**config.mk**
```make
export PLATFORM = sky130hd
export DESIGN_NAME = operand_streamer
export DESIGN_NICKNAME = d
export VERILOG_FILES = /design/src/rtl/operand_streamer.sv
export SDC_FILE = /design/constraint.sdc
export NUM_CORES = 1
export LEC_CHECK = 0
export CAP_MARGIN = 20
export CORE_ASPECT_RATIO = 1.5
export CORE_UTILIZATION = 51
export CTS_BUF_LIST = sky130_fd_sc_hd__clkbuf_8
export CTS_CLUSTER_SIZE = 40
export DETAILED_ROUTE_END_ITERATION = 8
export GPL_TIMING_DRIVEN = 0
export MAX_ROUTING_LAYER = met4
export PLACE_DENSITY_LB_ADDON = 0.12
export SLEW_MARGIN = 30
export SYNTH_ARGS = -nofsm -noshare
export SYNTH_HDL_FRONTEND = slang
export SYNTH_SLANG_ARGS = --single-unit
```
**constraint.sdc**
```tcl
create_clock -name clk -period 3.7 [get_ports clk]
set_clock_uncertainty 0.2 [all_clocks]
set_input_delay 0.37 -clock clk [delete_from_list [all_inputs] [get_ports clk]]
set_output_delay 0.37 -clock clk [all_outputs]
set_load 0.02 [all_outputs]
```
**src/rtl/operand_streamer.sv**
```systemverilog
// Streams a contiguous run of words from a 1-cycle-latency memory onto a valid/ready port.
// Define STREAMER_CHECKSUM_EN to compute a running sum of words accepted on the stream.
module operand_streamer #(
  parameter int DATA_WIDTH = 16,
  parameter int ADDR_WIDTH = 16,
  parameter int LEN_WIDTH  = 16,
  parameter int FIFO_DEPTH = 2
) (
  input  logic                  clk,
  input  logic                  arst_n_in,
  input  logic                  start,
  input  logic [ADDR_WIDTH-1:0] base_addr,
  input  logic [LEN_WIDTH-1:0]  length,
  output logic                  busy,
  output logic                  done,
  output logic                  mem_read_en,
  output logic [ADDR_WIDTH-1:0] mem_read_addr,
  input  logic [DATA_WIDTH-1:0] mem_qout,
  output logic [DATA_WIDTH-1:0] out_data,
  output logic                  out_valid,
  input  logic                  out_ready,
  output logic [DATA_WIDTH-1:0] checksum
);

  localparam int PTR_W = $clog2(FIFO_DEPTH);

  typedef enum logic [1:0] {IDLE, FETCH, DRAIN, DONE} state_t;

  state_t                state, state_nxt;
  logic [ADDR_WIDTH-1:0] addr;
  logic [LEN_WIDTH-1:0]  remaining;
  logic                  inflight;
  logic [DATA_WIDTH-1:0] fifo_mem [FIFO_DEPTH];
  logic [PTR_W-1:0]      wr_ptr, rd_ptr;
  logic [PTR_W:0]        count;
  logic [PTR_W+1:0]      occupancy;
  logic                  push, pop, issue, accept;

  assign out_valid = (count != '0);
  assign out_data  = fifo_mem[rd_ptr];
  assign pop       = out_valid & out_ready;
  assign push      = inflight;

  // Credit covers words already buffered plus the one returning from memory;
  // a pop this cycle frees a slot in time for the read's data.
  assign occupancy = {1'b0, count} + (PTR_W+2)'(inflight) - (PTR_W+2)'(pop);
  assign issue     = (state == FETCH) && (remaining != '0) &&
                     (occupancy < (PTR_W+2)'(FIFO_DEPTH));

  assign busy          = (state == FETCH) || (state == DRAIN);
  assign done          = (state == DONE);
  assign mem_read_en   = issue;
  assign mem_read_addr = addr;

  always_comb begin
    state_nxt = state;
    accept    = 1'b0;
    case (state)
      IDLE: begin
        if (start) begin
          accept    = 1'b1;
          state_nxt = (length == '0) ? DONE : FETCH;
        end
      end
      FETCH: if (issue && remaining == LEN_WIDTH'(1)) state_nxt = DRAIN;
      DRAIN: if (count == '0 && !inflight) state_nxt = DONE;
      DONE:  state_nxt = IDLE;
      default: state_nxt = IDLE;
    endcase
  end

  always_ff @(posedge clk or negedge arst_n_in) begin
    if (!arst_n_in) begin
      state     <= IDLE;
      addr      <= '0;
      remaining <= '0;
      inflight  <= 1'b0;
    end else begin
      state    <= state_nxt;
      inflight <= issue;
      if (accept) begin
        addr      <= base_addr;
        remaining <= length;
      end else if (issue) begin
        addr      <= addr + ADDR_WIDTH'(1);
        remaining <= remaining - LEN_WIDTH'(1);
      end
    end
  end

  always_ff @(posedge clk or negedge arst_n_in) begin
    if (!arst_n_in) begin
      for (int unsigned i = 0; i < FIFO_DEPTH; i++) fifo_mem[i] <= '0;
      wr_ptr <= '0;
      rd_ptr <= '0;
      count  <= '0;
    end else begin
      if (push) begin
        fifo_mem[wr_ptr] <= mem_qout;
        wr_ptr           <= wr_ptr + PTR_W'(1);
      end
      if (pop) rd_ptr <= rd_ptr + PTR_W'(1);
      case ({push, pop})
        2'b10:   count <= count + (PTR_W+1)'(1);
        2'b01:   count <= count - (PTR_W+1)'(1);
        default: count <= count;
      endcase
    end
  end

`ifdef STREAMER_CHECKSUM_EN
  logic [DATA_WIDTH-1:0] sum;

  always_ff @(posedge clk or negedge arst_n_in) begin
    if (!arst_n_in)  sum <= '0;
    else if (accept) sum <= '0;
    else if (pop)    sum <= sum + out_data;
  end

  assign checksum = sum;
`else
  assign checksum = '0;
`endif

endmodule

```
Word level (Yosys, flattened, before mapping)

Index checks and enable logic that the tools add are counted.

Bits in latches: 0
Bits in registers: 71
Memories: 0
ROM bits: 0
RAM bits: 0
Input bits: 52

Eq/ne operators: 9
Divide/modulo/power cells: 0
Bitwise operators: 3
Reduce and logical (&&, ||, !) cells: 15
Order comparisons: 4
Muxes and demuxes: 18
Shift-type cells: 0
Multiply operators: 0
Add/subtract/negate cells: 8

Operator list:

| cell                  | count |
|---|---|
| $mux 16               | 8 |
| $bwmux 32             | 1 |
| $add 16x1->16 const B | 1 |
| $demux 16 s1          | 1 |
| $eq 16x1->1 const B   | 1 |
| $logic_not 16->1      | 1 |
| $reduce_bool 16->1    | 1 |
| $sub 16x1->16 const B | 1 |
| $mux 2                | 4 |
| $pmux 2 s4            | 1 |
| $eq 2x2->1 const B    | 3 |
| $reduce_bool 2->1     | 3 |
| $logic_and 1x1->1     | 5 |
| $eq 2x1->1 const B    | 2 |
| $ge 2x2->1 const B    | 2 |
| $logic_not 2->1       | 2 |
| $ne 2x1->1 const B    | 2 |
| $not 1->2             | 2 |
| $pmux 2 s2            | 1 |
| $add 2x1->3           | 1 |
| $lt 3x2->1 const B    | 1 |
| $reduce_and 3->1      | 1 |
| $sub 3x1->3           | 1 |
| $add 1x1->1 const B   | 2 |
| 8 further kinds       | 9 |

Logic depth before layout (Yosys ltp)

Gate-level depths: netlist (run 1).

Depth in word-level cells: 8
Gate-level depth with buffers: 12

Worst setup path after synthesis (run 1)

Ideal clock, no wire load.

Path kind: reg-to-reg
Start: register count[1]
End: register remaining[14]
Required time: 3418 ps
Stages on the path, launching flop included: 11
Arrival: 2595 ps
Setup slack: 823 ps
Path through: dfrtp_1 -> nand2_1 -> nor2_1 -> a21oi_1 -> nand2b_1 -> fa_1 -> and2_1 -> nand3b_4 -> or3_1 -> or3_1 -> a31oi_1

Cells in the longest elaborated chain, start to end: 6
Elaborated cells between the ends (all ways): 7
Those cells by class: add/sub (2); order compare (1); bitwise (1); reduce/logical (3)

Ends and longest elaborated chain:

| what                                                                | RTL line | RTL |
|---|---|---|
| start: declaration                                                  | 35       | `logic [PTR_W:0] count;` |
| start signal: assignment                                            | 104      | `2'b10: count <= count + (PTR_W+1)'(1);` |
| start signal: assignment                                            | 105      | `2'b01: count <= count - (PTR_W+1)'(1);` |
| start signal: assignment                                            | 106      | `default: count <= count;` |
| parallel branches: the longest is 2 deep, another holds $add 2x1->3 | n/a      |  |
| $sub 3x1->3 *                                                       | 46       | `assign occupancy = {1'b0, count} + (PTR_W+2)'(inflight) - (PTR_W+2)'(pop);` |
| $lt 3x2->1 *                                                        | 48       | `(occupancy < (PTR_W+2)'(FIFO_DEPTH));` |
| $logic_and 1x1->1 *                                                 | 47       | `assign issue = (state == FETCH) && (remaining != '0) &&` |
| $reduce_bool 2->1 (no source line) *                                | n/a      |  |
| end signal: assignment                                              | 83       | `remaining <= length;` |
| end signal: assignment                                              | 86       | `remaining <= remaining - LEN_WIDTH'(1);` |
| end: declaration                                                    | 31       | `logic [LEN_WIDTH-1:0] remaining;` |

Mark *: on every way between the ends.
A chain may end at the register's enable or synchronous reset.

Worst setup path after layout (run 1)

Start: input out_ready
End: output mem_read_en

Cells in the longest elaborated chain, start to end: 4

Ends and longest elaborated chain:

| what               | RTL line | RTL |
|---|---|---|
| start: declaration | 21       | `input logic out_ready,` |
| $and 1x1->1        | 41       | `assign pop = out_valid & out_ready;` |
| $sub 3x1->3        | 46       |  |
| $lt 3x2->1         | 48       |  |
| $logic_and 1x1->1  | 47       |  |
| end: declaration   | 16       | `output logic mem_read_en,` |

No other way between the ends.

==> summary.md, run 1 <==
| Metric | Value |
|---|---|
| Run status | `completed` |
| Netlist cell types | `46` |
| Met3 Routed Length | `386 microns` |
| Sinks on Clock Net | `71` |
| Slew headroom | `59.2%` |
| Primary FF master, synth | `dfrtp_1` |
| Period utilization | `93.4%` |
| Setup crit end kind | `output pin` |
| ANT cells | `0` |
| Total power after layout | `4520 uW` |
| Ys Warns | `0` |
| Pin count of the biggest net entering global routing | `41` |
| TritonCTS clock tree | `yes` |
| Initial core utilization | `52.6%` |
| Post-route antenna net violation count | `0` |
| Slowest cell on the critical path | `clkdlybuf4s50_1` |
| GRT Residual Overflow | `0` |
| Vias in the first global route | `3406` |
| Mapped cell area | `4010 sq um` |
| Worst path cell trace | `clkdlybuf4s50_1, nand2_1, nor2_2, a21oi_1, nand2b_1, fa_2, and2_2, and2_1, buf_2, nand2_2, inv_1, clkbuf_2` |
| Crit path max-delay family | `buffers and inverters` |
| Slew Viols, Final | `0` |
| Unrepaired setup endpoints after global routing | `false` |
| Fin util | `69.4%` |
| Row count | `39` |
| Via count | `3268` |
| First-pass GRT wire length | `15700 microns` |
| Non-Filler Instances | `600` |
| Commonest non-fill, non-tap cell in the layout | `clkdlybuf4s50_1` |
| Max Cap Violations | `0` |
| Drc violations | `0` |
| Dpl cells | `582` |
| Antenna violations before repair | `0` |
| CP arrival | `2.89 ns` |
| Clk_lat worst skew | `0.35 ns` |
| Post-synth EDFFs | `0` |
| CTS clk-pin slew, worst paths | `0.07 ns` |
| Final setup fails | `0` |
| Cts bufs inserted | `9` |
| Die width | `74.4 microns` |
| Final Hold Vio Count | `0` |
| Clk buf depth | `2` |
| Mean routed wirelength per cell | `15.8 microns` |
| Die H | `111 microns` |
| Sequential share of the synthesized area | `44.3%` |
| Tmin final | `3.46 ns` |
| Final #Nets | `556` |
| IO Pins | `104` |
| Peak VDD IR | `558 uV` |
| PortBufs | `87` |
| Top sig layer | `met4` |
| Setup_tns | `0 ns` |
| Synthesized flop and latch total | `71` |
| Met2 WL | `5140 microns` |
| Startpoint types | `input port` |
| # H-tree levels | `3` |
| Violation count after the first detailed-route iteration | `157` |
| P_leak | `0.00214 uW` |
| Syn avg cell area | `10.6 sq um` |
| DR vias/cell | `5.45` |
| DRT Pass-1 Iters | `5` |
| CP Data Required Time | `3.13 ns` |
| Post-synth ARST share | `100%` |
| GRT Util Overall | `25.8%` |
| Worst-margin pin slew | `0.611 ns` |
| Final HPWL DP | `7100 microns` |
| CP Max Fanout | `6` |
| Hold Path Class | `input port to asynchronous set/reset pin` |
| Syn-to-layout area delta | `31.9%` |
| Post-Syn Instances | `377` |
| Pwr per Cell Area | `855 nW/um^2` |
| Most frequent cells in the layout | `85 x clkdlybuf4s50_1, 70 x dfrtp_1, 49 x mux2_2` |
| Max incr delay on CP | `0.53 ns` |
| Root Buffer | `clkbuf_8` |
| Final wirelength | `9480 microns` |
| Last weighted congestion value of the routability-driven placer | `0.933` |
| Layout cells sized above 1 | `21.5%` |
| Met1 WL | `3520 microns` |
| Max Clk Rate | `289 MHz` |
| CP Class | `input port to output pin` |
| Core Region | `7610 sq um` |
| Crit path buf inv count | `4` |
| Full die area | `8220 sq um` |
[area by class of cell]
cell class	count	area, sq um
inverters	8	30.0
fillers	606	2330
repair buffers	91	908
clock inverters	6	55.1
multi-input cells	282	2080
flip-flops and latches	71	1780
clock buffers	9	124
plain buffers	31	181
well taps	102	128
[registers in the layout (all words and copies together) (netlist names)]
register	flops
count	2
fifo_mem	32
inflight	1
mem_read_addr	16
rd_ptr	1
remaining	16
state	2
wr_ptr	1
[cell families after synthesis]
| kind of cell | after synthesis | synth area share (%) |
|---|---|---|
| adder cells (fa/ha/maj) | 10 | 3.31 |
| AO/OA/AOI/OAI | 48 | 6.93 |
| buffers and inverters | 39 | 5.28 |
| flip-flops | 71 | 44.3 |
| other | 1 | 0.0936 |
| XOR/XNOR | 28 | 6.59 |
| AND/OR/NAND/NOR | 127 | 18.7 |
| multiplexers | 53 | 14.8 |
[power breakdown]
| group | total (uW) | switching (uW) | internal (uW) | leakage [uW] |
|---|---|---|---|---|
| Combinational | 2390 | 1180 | 1220 | 0.00123 |
| Sequential | 1550 | 377 | 1170 | 0.000815 |
| Clock | 581 | 281 | 300 | 0.0000975 |
[per-layer routing]
metal / global-route usage (%) / vias up
li1: - / 1548
met3: 4.11 / 37
met1: 26.9 / 1566
met5: - / -
met4: 14.1 / 0
met2: 44.6 / 117
[final timing paths]
| path | start | to | slack [ns] | cells after the start |
|---|---|---|---|---|
| worst max-delay path | out_ready | mem_read_en | 0.24 | 12 |
| worst min-delay path | arst_n_in | fifo_mem[17] | 0.31 | 2 |
| worst max register to register | count[1] | remaining[14] | 0.55 | 11 |
| worst min register to register | fifo_mem[3] | fifo_mem[3] | 0.31 | 1 |
| max in group asynchronous | arst_n_in | mem_read_addr[8] | 2.43 | 3 |
| min in group clk | fifo_mem[3] | fifo_mem[3] | 0.31 | 1 |
[stage by stage]
step                      setup slack (ns)  hold slack, ns  area, sq um
final                                0.244           0.305         5290
after global routing                0.0820           0.317         5290
after CTS                           0.0485           0.304         5270
after detailed placement            -0.265           0.141         5080
after global placement              -0.417           0.276         5060
after floorplan                      0.823          -0.126         4060
[cells in the mapped netlist (8+ instances only)]
cell      instances  area [sq um]
buf_4            16           120
nand2_1          11          41.3
dfrtp_1          71          1780
a21oi_1          29           145
nand3_1          14          70.1
nor2_1           42           158
ha_1              9           113
xor2_1           17           149
xnor2_1          10          87.6
inv_1             8          30.0
mux2_2           49           552
nand4_1           8          50.1
clkbuf_1         11          41.3
[repair_timing]
action                                  CTS  global route
pin swaps                                 0             1
resized for setup                         3             4
hold buffers                              1             0
endpoints found under the setup margin    1             1
setup buffers                             0             2
endpoints found under the hold margin    31             0
No activity file was read; power rests on OpenSTA's default activity.
==> inputs of run 2 (changes only) <==
--- a/config.mk
+++ b/config.mk
@@ -7,7 +7,7 @@
 export LEC_CHECK = 0
 export CAP_MARGIN = 20
 export CORE_ASPECT_RATIO = 1.5
-export CORE_UTILIZATION = 51
+export CORE_UTILIZATION = 40
 export CTS_BUF_LIST = sky130_fd_sc_hd__clkbuf_8
 export CTS_CLUSTER_SIZE = 40
 export DETAILED_ROUTE_END_ITERATION = 8
==> run 2 against run 1 <==
  * Global-route usage shrank 5.7 points
  * Count of clock-buffer cells in the layout grew 2
  * Cell count grew 2.0%
  * Worst setup slack gained 0.012 ns
  * Routed wire length grew 2.5%
  * Combinational power is essentially flat
  * Flip-flop and latch count is the same
  * Non-clock buffer count shrank 1
  * Register-to-register slack gained 0.06 ns
==> summary.md, run 2 (same netlist as run 1, synthesis figures left out) <==
| Metric | Value |
|---|---|
| Root Buffer | `clkbuf_8` |
| Die width | `83.7 microns` |
| Clock network power share | `14.0%` |
| Initial core utilization | `41.4%` |
| Sinks on Clock Net | `71` |
| Final HPWL DP | `7340 microns` |
| Violation count after the first detailed-route iteration | `118` |
| First-pass GRT wire length | `16000 microns` |
| Pwr per Cell Area | `857 nW/um^2` |
| DRT Pass-1 Iters | `4` |
| Period utilization | `93.1%` |
| Final wirelength | `9720 microns` |
| Most frequent cells in the layout | `85 x clkdlybuf4s50_1, 70 x dfrtp_1, 49 x mux2_2` |
| P_leak | `0.00214 uW` |
| Startpoint types | `input port` |
| Setup_tns | `0 ns` |
| Row count | `44` |
| CP Max Fanout | `6` |
| Post-route antenna net violation count | `0` |
| DR vias/cell | `5.25` |
| Last weighted congestion value of the routability-driven placer | `0.878` |
| Final Hold Slack | `0.287 ns` |
| Slew headroom | `59.1%` |
| Layout cells sized above 1 | `21.1%` |
| Syn-to-layout area delta | `32.7%` |
| CP Data Required Time | `3.13 ns` |
| Mean routed wirelength per cell | `15.9 microns` |
| R2r setup slk | `0.61 ns` |
| Antenna violations before repair | `0` |
| Final #Nets | `555` |
| Die H | `125 microns` |
| IO Pins | `104` |
| Combinational power share | `52.2%` |
| Max Clk Rate | `290 MHz` |
| Cts bufs inserted | `9` |
| Commonest non-fill, non-tap cell in the layout | `clkdlybuf4s50_1` |
| Hold Path Class | `input port to asynchronous set/reset pin` |
| Core Region | `9690 sq um` |
| Tmin final | `3.44 ns` |
| Total power after layout | `4550 uW` |
| CP Class | `input port to output pin` |
| Full die area | `10400 sq um` |
| CP arrival | `2.87 ns` |
| Slew Viols, Final | `0` |
| Peak VDD IR | `483 uV` |
| Dpl cells | `595` |
| Sw Pwr | `1840 uW` |
| Non-Filler Instances | `612` |
| Setup crit end kind | `output pin` |
| Largest Register | `fifo_mem` |
| # H-tree levels | `3` |
| Clk_lat worst skew | `0.35 ns` |
| Seq pwr share | `33.8%` |
| Run status | `completed` |
| CTS clk-pin slew, worst paths | `0.07 ns` |
| Unrepaired setup endpoints after global routing | `false` |
| GRT Residual Overflow | `0` |
| Vias in the first global route | `3261` |
| Final Hold Vio Count | `0` |
| Drc violations | `0` |
| Pin count of the biggest net entering global routing | `45` |
| Sw Share | `40.3%` |
| Internal power | `2720 uW` |
| Layout filler cell count | `886` |
| Worst-margin pin slew | `0.614 ns` |
| Clk buf depth | `2` |
| Final setup fails | `0` |
| TritonCTS clock tree | `yes` |
| Pre-CTS WS | `-0.227 ns` |
| Setup WS post-layout | `0.256 ns` |
| Largest register FFs | `32` |
| Max Cap Violations | `0` |
| Via count | `3214` |
| GRT Util Overall | `20.1%` |
| PortBufs | `87` |
| ANT cells | `0` |
-- run 2: timing repair --
action	4_1_cts	5_1_grt
pin swaps	0	1
hold buffers	1	0
resized for setup	2	3
endpoints found under the setup margin	1	1
hold endpoints to repair	27	0
setup buffers	0	1
-- run 2: worst paths after layout --
check,from,to,depth (start not counted)
worst max-delay path,out_ready,mem_read_en,12
worst min-delay path,arst_n_in,fifo_mem[4],2
worst max register to register,count[1],remaining[14],11
worst min register to register,wr_ptr,wr_ptr,1
max in group asynchronous,arst_n_in,mem_read_addr[10],3
min in group clk,wr_ptr,wr_ptr,1
-- run 2: cell type report --
type,count,area [sq um],area share [%]
Buffer,31,181,3.41
Clock buffer,11,151,2.85
Clock inverter,4,46.3,0.871
Inverter,8,30.0,0.565
Multi-Input combinational cell,282,2080,39.1
Sequential cell,71,1780,33.4
Tap cell,115,144,2.71
Timing Repair Buffer,90,908,17.1
-- run 2: critical path, stage by stage --
cell and delay (ns):
clkdlybuf4s50_1 0.54, nand2_1 0.08, nor2_1 0.17, a21oi_1 0.09, nand2b_1 0.16, fa_1 0.46
xnor2_4 0.25, and2_1 0.15, buf_2 0.17, nand2_2 0.13, inv_1 0.13, clkbuf_2 0.18
-- run 2: metal layers --
metal	vias to the layer above	GRT usage [%]	part of all wire (%)
met1	1575	21.8	40
li1	1547	-	-
met2	83	36.3	54
met4	0	7.18	1.6
met5	-	-	0
met3	9	3.71	4.1
-- run 2: stage by stage --
stage	utilization (%)	cell area, sq um
floorplan	-	4060
global placement	52.4	5080
detailed placement	52.7	5100
CTS	54.8	5310
global route	54.9	5320
finish	54.9	5320
-- run 2: power groups by stage --
stage | Combinational [uW] | Sequential, uW | Clock, uW
global placement | 2360 | 1540 | 0
CTS | 2400 | 1540 | 648
floorplan | 1470 | 1560 | 0
global route | 2580 | 1600 | 685
finish | 2380 | 1540 | 637
detailed placement | 2390 | 1550 | 0
